<file path="src/rtl/mem_arb_pkg.sv">
// Shared constants for the IF/MEM memory-port arbiter: FSM state encoding,
// default bus widths and the performance-counter saturation value.
package mem_arb_pkg;

  localparam int ADDR_W_DEF = 32;
  localparam int DATA_W_DEF = 32;
  localparam int CNT_W      = 32;

  localparam logic [CNT_W-1:0] SAT_MAX = 32'hFFFF_FFFF;

  localparam logic [2:0] ST_IDLE_ENC    = 3'd0;
  localparam logic [2:0] ST_IF_BUSY_ENC = 3'd1;
  localparam logic [2:0] ST_DM_BUSY_ENC = 3'd2;
  localparam logic [2:0] ST_IF_DONE_ENC = 3'd3;
  localparam logic [2:0] ST_DM_DONE_ENC = 3'd4;

  typedef enum logic [2:0] {
    ST_IDLE    = ST_IDLE_ENC,
    ST_IF_BUSY = ST_IF_BUSY_ENC,
    ST_DM_BUSY = ST_DM_BUSY_ENC,
    ST_IF_DONE = ST_IF_DONE_ENC,
    ST_DM_DONE = ST_DM_DONE_ENC
  } arb_state_t;

endpackage

</file>
<file path="src/rtl/mem_arb_sat_cnt.sv">
// Saturating event counter used for the arbiter's stall statistics.
// Holds at SAT_MAX instead of wrapping.
module mem_arb_sat_cnt
  import mem_arb_pkg::*;
(
  input  logic             clk,
  input  logic             rst,
  input  logic             inc,
  output logic [CNT_W-1:0] count
);

  // Count enabled cycles, sticking at the top value.
  always_ff @(posedge clk or posedge rst) begin
    if (rst) begin
      count <= '0;
    end else if (inc && (count != SAT_MAX)) begin
      count <= count + 1'b1;
    end
  end

endmodule

</file>
<file path="src/rtl/mem_port_arbiter.sv">
// Arbitrates one single-ported unified memory between instruction fetch (IF)
// and the load/store stage (DM). DM has priority because it holds the older
// instruction. A fetch can be killed on a redirect; it still finishes its
// memory handshake but produces no IFDone.
// Optional stall performance counters: define MEM_ARB_PERF_EN.
module mem_port_arbiter
  import mem_arb_pkg::*;
#(
  parameter int ADDR_W = ADDR_W_DEF,
  parameter int DATA_W = DATA_W_DEF
) (
  input  logic              CLK,
  input  logic              Reset,
  input  logic              IFReq,
  input  logic [ADDR_W-1:0] IFAddr,
  input  logic              IFKill,
  input  logic              DMReq,
  input  logic              DMWrite,
  input  logic [ADDR_W-1:0] DMAddr,
  input  logic [DATA_W-1:0] DMWData,
  output logic              MemReq,
  output logic              MemWE,
  output logic [ADDR_W-1:0] MemAddr,
  output logic [DATA_W-1:0] MemWData,
  input  logic              MemReady,
  input  logic [DATA_W-1:0] MemRData,
  output logic              IFDone,
  output logic [DATA_W-1:0] IFData,
  output logic              DMDone,
  output logic [DATA_W-1:0] DMData,
  output logic              IFStall,
  output logic              DMStall,
  output logic [CNT_W-1:0]  IFStallCycles,
  output logic [CNT_W-1:0]  DMStallCycles
);

  arb_state_t state;
  logic       kill;

  // In a DONE state the requester just served is ignored so its stale Req
  // cannot cause a second grant; only the other side may be granted.
  logic dm_grant;
  logic if_grant;

  assign dm_grant = DMReq && ((state == ST_IDLE) || (state == ST_IF_DONE));
  assign if_grant = IFReq && !dm_grant &&
                    ((state == ST_IDLE) || (state == ST_DM_DONE));

  assign IFStall = IFReq & ~IFDone;
  assign DMStall = DMReq & ~DMDone;

  // Arbiter FSM with registered memory-side and requester-side outputs.
  // NOTE: every state register uses <= so all of them update from the same
  // pre-edge values; a blocking = here would let later lines see new values.
  always_ff @(posedge CLK or posedge Reset) begin
    if (Reset) begin
      state    <= ST_IDLE;
      kill     <= 1'b0;
      MemReq   <= 1'b0;
      MemWE    <= 1'b0;
      MemAddr  <= '0;
      MemWData <= '0;
      IFDone   <= 1'b0;
      IFData   <= '0;
      DMDone   <= 1'b0;
      DMData   <= '0;
    end else begin
      IFDone <= 1'b0;
      DMDone <= 1'b0;
      case (state)
        ST_IDLE, ST_IF_DONE, ST_DM_DONE: begin
          if (dm_grant) begin
            MemReq   <= 1'b1;
            MemWE    <= DMWrite;
            MemAddr  <= DMAddr;
            MemWData <= DMWData;
            state    <= ST_DM_BUSY;
          end else if (if_grant) begin
            MemReq  <= 1'b1;
            MemWE   <= 1'b0;
            MemAddr <= IFAddr;
            kill    <= IFKill;
            state   <= ST_IF_BUSY;
          end else begin
            state <= ST_IDLE;
          end
        end
        ST_IF_BUSY: begin
          if (MemReady) begin
            MemReq <= 1'b0;
            MemWE  <= 1'b0;
            kill   <= 1'b0;
            if (kill || IFKill) begin
              state <= ST_IDLE;
            end else begin
              IFData <= MemRData;
              IFDone <= 1'b1;
              state  <= ST_IF_DONE;
            end
          end else if (IFKill) begin
            kill <= 1'b1;
          end
        end
        ST_DM_BUSY: begin
          if (MemReady) begin
            if (!MemWE) begin
              DMData <= MemRData;
            end
            DMDone <= 1'b1;
            MemReq <= 1'b0;
            MemWE  <= 1'b0;
            state  <= ST_DM_DONE;
          end
        end
        default: begin
          state <= ST_IDLE;
        end
      endcase
    end
  end

`ifdef MEM_ARB_PERF_EN
  mem_arb_sat_cnt u_if_stall_cnt (
    .clk   (CLK),
    .rst   (Reset),
    .inc   (IFStall),
    .count (IFStallCycles)
  );

  mem_arb_sat_cnt u_dm_stall_cnt (
    .clk   (CLK),
    .rst   (Reset),
    .inc   (DMStall),
    .count (DMStallCycles)
  );
`else
  assign IFStallCycles = '0;
  assign DMStallCycles = '0;
`endif

endmodule

</file>
<file path="config.mk">
export PLATFORM = sky130hd
export DESIGN_NAME = mem_port_arbiter
export DESIGN_NICKNAME = d
export VERILOG_FILES = /design/src/rtl/mem_arb_pkg.sv /design/src/rtl/mem_arb_sat_cnt.sv /design/src/rtl/mem_port_arbiter.sv
export SDC_FILE = /design/constraint.sdc
export NUM_CORES = 1
export LEC_CHECK = 0
export ABC_AREA = 1
export BUFFER_PORTS_ARGS = -buffer_cell sky130_fd_sc_hd__buf_2
export CORE_UTILIZATION = 30
export DETAILED_ROUTE_END_ITERATION = 10
export RECOVER_POWER = 25
export SETUP_SLACK_MARGIN = 0.1
export SYNTH_ARGS = -nofsm -noshare
export SYNTH_HDL_FRONTEND = slang
export SYNTH_SLANG_ARGS = --single-unit
export TNS_END_PERCENT = 1
</file>
<file path="constraint.sdc">
create_clock -name CLK -period 3.8 [get_ports CLK]
set_input_delay 0.38 -clock CLK [delete_from_list [all_inputs] [get_ports CLK]]
set_output_delay 0.38 -clock CLK [all_outputs]
set_load 0.02 [all_outputs]
</file>
Yosys cells after proc, flatten, opt, wreduce, memory -nomap -nowiden:

Index checks and enable logic that the tools add are counted.
W data, S select, Z words.

* bits in registers: 136
* logic and storage cells: 72
* output and inout bits: 198

* equal/unequal tests: 11
* reductions and logical operators: 20
* bitwise gates (word level): 6
* mux-type cells: 25

Operators by type and width (count)
* $mux W32: 2
* $mux W1: 15
* $pmux W3 S3: 1
* $reduce_and A3 Y1: 3
* $ne A2 B2 Y1 const B: 4
* $eq A3 B2 Y1 const B: 2
* $mux W3: 2
* $ne A3 B3 Y1 const B: 2
* $pmux W1 S2: 3
* $reduce_and A2 Y1: 3
* $reduce_bool A2 Y1: 3
* $mux W2: 2
* $not A1 Y1: 4
* $reduce_and A4 Y1: 1
* $eq A3 B1 Y1 const B: 1
* $eq A3 B3 Y1 const B: 1
* $logic_and A1 B1 Y1: 3
* $logic_not A3 Y1: 1
* $logic_or A1 B1 Y1: 3
* $reduce_or A3 Y1: 1
* $and A1 B1 Y1: 2
* $ne A2 B1 Y1 const B: 1
* $reduce_or A2 Y1: 1
* $logic_not A1 Y1: 1

Longest topological paths before layout:

* depth after elaboration: 9
* depth in mapped cells: 10

Least setup slack after synthesis:

OpenSTA, ideal clock, no wires.

* path kind: reg2reg
* start: register state[0]
* end: register MemAddr[0]
* stages on the path, launching flop included: 11
* arrival time: 1.196 ns
* library setup time: 0.117 ns
* setup slack: 2.486 ns
* required time: 3.683 ns
* path buffers: 2
* cell sequence: dfrtp_1 > nor2_2 > nand2_1 > nand2_1 > nand2_4 > inv_2 > buf_6 > buf_6 > nand2_1 > nand3_1 > nand2_1

* word-level cells in the longest chain between the ends: 8

Ends and longest elaborated chain
* start: declaration: line mem_port_arbiter.sv:37 `arb_state_t state;`
* start signal: assignment: line mem_port_arbiter.sv:57 `state <= ST_IDLE;`
* start signal: assignment: line mem_port_arbiter.sv:77 `state <= ST_DM_BUSY;`
* start signal: assignment: line mem_port_arbiter.sv:83 `state <= ST_IF_BUSY;`
* $eq A3 B2 Y1 / $logic_not A3 Y1 (equally long branches): line mem_port_arbiter.sv:45, mem_port_arbiter.sv:70, mem_port_arbiter.sv:47
* $logic_or A1 B1 Y1: line mem_port_arbiter.sv:45 `assign dm_grant = DMReq && ((state == ST_IDLE) || (state == ST_IF_DONE));`
* $logic_and A1 B1 Y1: line mem_port_arbiter.sv:45
* $logic_not A1 Y1: line mem_port_arbiter.sv:46 `assign if_grant = IFReq && !dm_grant &&`
* $logic_and A1 B1 Y1 (2 in a row): line mem_port_arbiter.sv:46
* $reduce_bool A2 Y1 (no source line)
* $reduce_and A2 Y1 (no source line)
* end signal: assignment: line mem_port_arbiter.sv:75 `MemAddr <= DMAddr;`
* end signal: assignment: line mem_port_arbiter.sv:81 `MemAddr <= IFAddr;`
* end: declaration: line mem_port_arbiter.sv:23 `output logic [ADDR_W-1:0] MemAddr,`

Parallel ways exist; a longest one is shown, timed or not.
A chain may end at the register's enable or synchronous reset.

Worst setup path in the final report:

* start: register state[0]
* end: register MemAddr[27]

Same word-level chain as after synthesis.

==> impl_metrics.yaml <==
synthesis:
  synth_top_area_cell: "dfrtp_1"
  synth_mux_area_frac: 0
  synth_xor_area_frac: 0
  synthAdderAreaFrac: 0
  synth_area_um2: 6320
  synth_cell_types: 20
  synth_seq_cells: 136
  yosysTopAreaCellShare: 0.539
  ys_top_cells_by_area: "dfrtp_1, nand2_1, buf_4, inv_1, nand3_1"
  avgSynthCellArea_um2: 8.17
  synth-simple-area-share: 0.227
  synth_enable_flop_cells: 0
  synthArstFlopShare: 1.00
  synth-main-ff-cell: "dfrtp_1"
  synth_top_family_by_area: "simple AND/OR/NAND/NOR gates"
  yosysSeqAreaShare: 0.539
  ys_warn_count: 0
  synth_compound_area_frac: 0.0539
  synthCells: 773
route:
  antenna_left: 0
  wl_per_cell_um: 11.9
  drt-total-wl_um: 15600
  first_iter_violations: 167
  drc: 0
  via_per_inst: 3.98
  dr.pass1.iters: 4
  num_vias: 5224
clock_tree:
  post_cts_buffers: 0
  cts_made_buffers: 17
  htreeDepth: 4
  root_buffer: "clkbuf_16"
  ctsResizeCount: 0
  postCtsHoldBufs: 0
  cts.sinks: 136
  clk_pin_slew_ns: 0.06
  insertion_delay_ns: 0.41
  cts_tree: "yes"
  cts_max_path_buffers: 2
timing:
  fin_crit_sh: 0.601
  max-slew-margin-rel: 0.460
  fmax_ghz: 0.438
  finalCriticalPeriod_ns: 2.28
  hold_viol_final: 0
  setup_tns_ns: 0
  finalSetupViolCount: 0
  drv_slew: 0
  hold_ws_ns: 0.165
  clock_skew_ns: 0.00821
  tightest_slew_ns: 0.808
  grt_setup_unrepaired: "no"
  postLayoutSetupSlackWorst_ns: 1.52
run_status:
  outcome: "completed"
placed_design:
  dp.cells: 1281
  dpl_cell_area_um2: 7560
  place.gp.congestion: 0.766
  place_hpwl_um: 10900
  io_buffer_count: 268
  pre_cts_ws_ns: 1.47
global_routing:
  antenna_found_initial: 1
  grt_pass1_vias: 5035
  grt_pass1_wl_um: 25200
  track_usage: 0.147
  grt_max_degree: 137
  overflow: 0
layout:
  diodes: 0
  post-route-util: 0.398
  drive_above_1_share: 0.299
  nets: 1165
  finalInstanceArea_um2: 8120
  area_growth_pct: 28.6
  layout.cells.non_filler: 1313
  n_fill_cell: 2142
floorplanning:
  die_w_um: 147
  ios: 333
  initial_core_util: 0.309
  core_area_um2: 20400
  rows: 52
  dieArea_um2: 21600
  die_y_um: 147
power:
  powerDensity_nw_per_um2: 887
  switchingPower_mw: 3.16
  p_total_mw: 7.20
  power_frac_comb: 0.433
  swShare: 0.438
  power_frac_seq: 0.348
  max-vdd-ir-drop_mv: 0.428
  p_clk_frac: 0.219
  p_int_mw: 4.04
  p_leak_nw: 4.95
critical_path:
  critPathMaxFanout: 47
  crit_arrival_ns: 2.57
  start_kind: "flop"
  cp_data_required_time_ns: 4.08
  path_class: "flop to flop"
  critPathCaptureType: "flop"
flow_run:
  drv_cap: 0
min_path:
  hold_path.class: "input port to flop"
## power by group through the flow
stage	combinational (mW)	sequential, mW	clock, mW
2_1_floorplan	1.34	3.36	0
3_3_place_gp	3.13	2.53	0
3_5_place_dp	3.19	2.51	0
4_1_cts	3.18	2.51	1.64
5_1_grt	3.47	2.60	1.70
6_report	3.12	2.51	1.58
## per-layer routing
layer,part of all wire,track usage,vias to the layer above
met1,0.44,0.183,2311
met5,0.00051,0,-
li1,-,-,2694
met2,0.47,0.241,206
met4,0.0097,0.0418,2
met3,0.079,0.0522,11
## synth_stat cells (2+ instances only)
cell type  number
buf_4          70
nand2_1       308
nand2_4         2
buf_6          10
dfrtp_1       136
nand3_1        38
inv_2           3
inv_1         108
buf_2          16
nor2_1          7
o21ai_1        33
o21ai_0        34
## worst paths after layout
kind                                                  to                startpoint  depth (start not counted)  slack, ns
worst min-delay path            MemWData[11]$_DFFE_PP0P_               DMWData[11]                          3       0.17
worst min register to register  MemWData[23]$_DFFE_PP0P_  MemWData[23]$_DFFE_PP0P_                          2       0.47
worst max-delay path             MemAddr[27]$_DFFE_PP0P_      state[0]$_DFFE_PP0P_                          9       1.52
min in group asynchronous       MemWData[21]$_DFFE_PP0P_                     Reset                          3       0.20
worst max register to register   MemAddr[27]$_DFFE_PP0P_      state[0]$_DFFE_PP0P_                          9       1.52
max in group asynchronous           state[2]$_DFFE_PP0P_                     Reset                          3       3.02
## cells in the final DEF (no fill, tap or decap), types with 2 or more instances in the layout
master	count
clkbuf_16	17
inv_6	3
nand3_1	37
clkinv_4	3
nor2_1	7
nand2_1	308
buf_2	267
o21ai_0	34
nand2_4	2
inv_1	107
buf_4	3
o21ai_1	33
clkbuf_1	3
clkinvlp_4	4
conb_1	64
dfrtp_1	136
inv_2	3
## cell families after synthesis
logic type | Yosys count
and+or+nand+nor | 360
DFF | 136
other | 1
AOI/OAI and AO/OA | 68
buffers and inverters | 208
## cell type report
type                       instances  area [um^2]  area share
inverter                         111          418      0.0514
clock inverter                    12          118      0.0145
timing repair buffer             272         1380       0.170
clock buffer                      20          447      0.0550
multi-input combinational        492         2020       0.248
tap                              270          338      0.0416
sequential                       136         3400       0.419
## critical path: stages, from the launching register on
cell and delay [ns]:
dfrtp_1 0.43, nor2_2 0.16, nand2_1 0.06, nand2_1 0.09, nand2_4 0.17, inv_2 0.64, buf_4 0.38, nand2_1 0.07
nand3_1 0.07, nand2_1 0.08
## flip-flops by register name, summed over array words and instances, names as in the netlist, 3 cells and up
register and count:
MemWData 32, IFData 32, DMData 32, state 3, MemAddr 32
(Power assumes the default switching activity.)
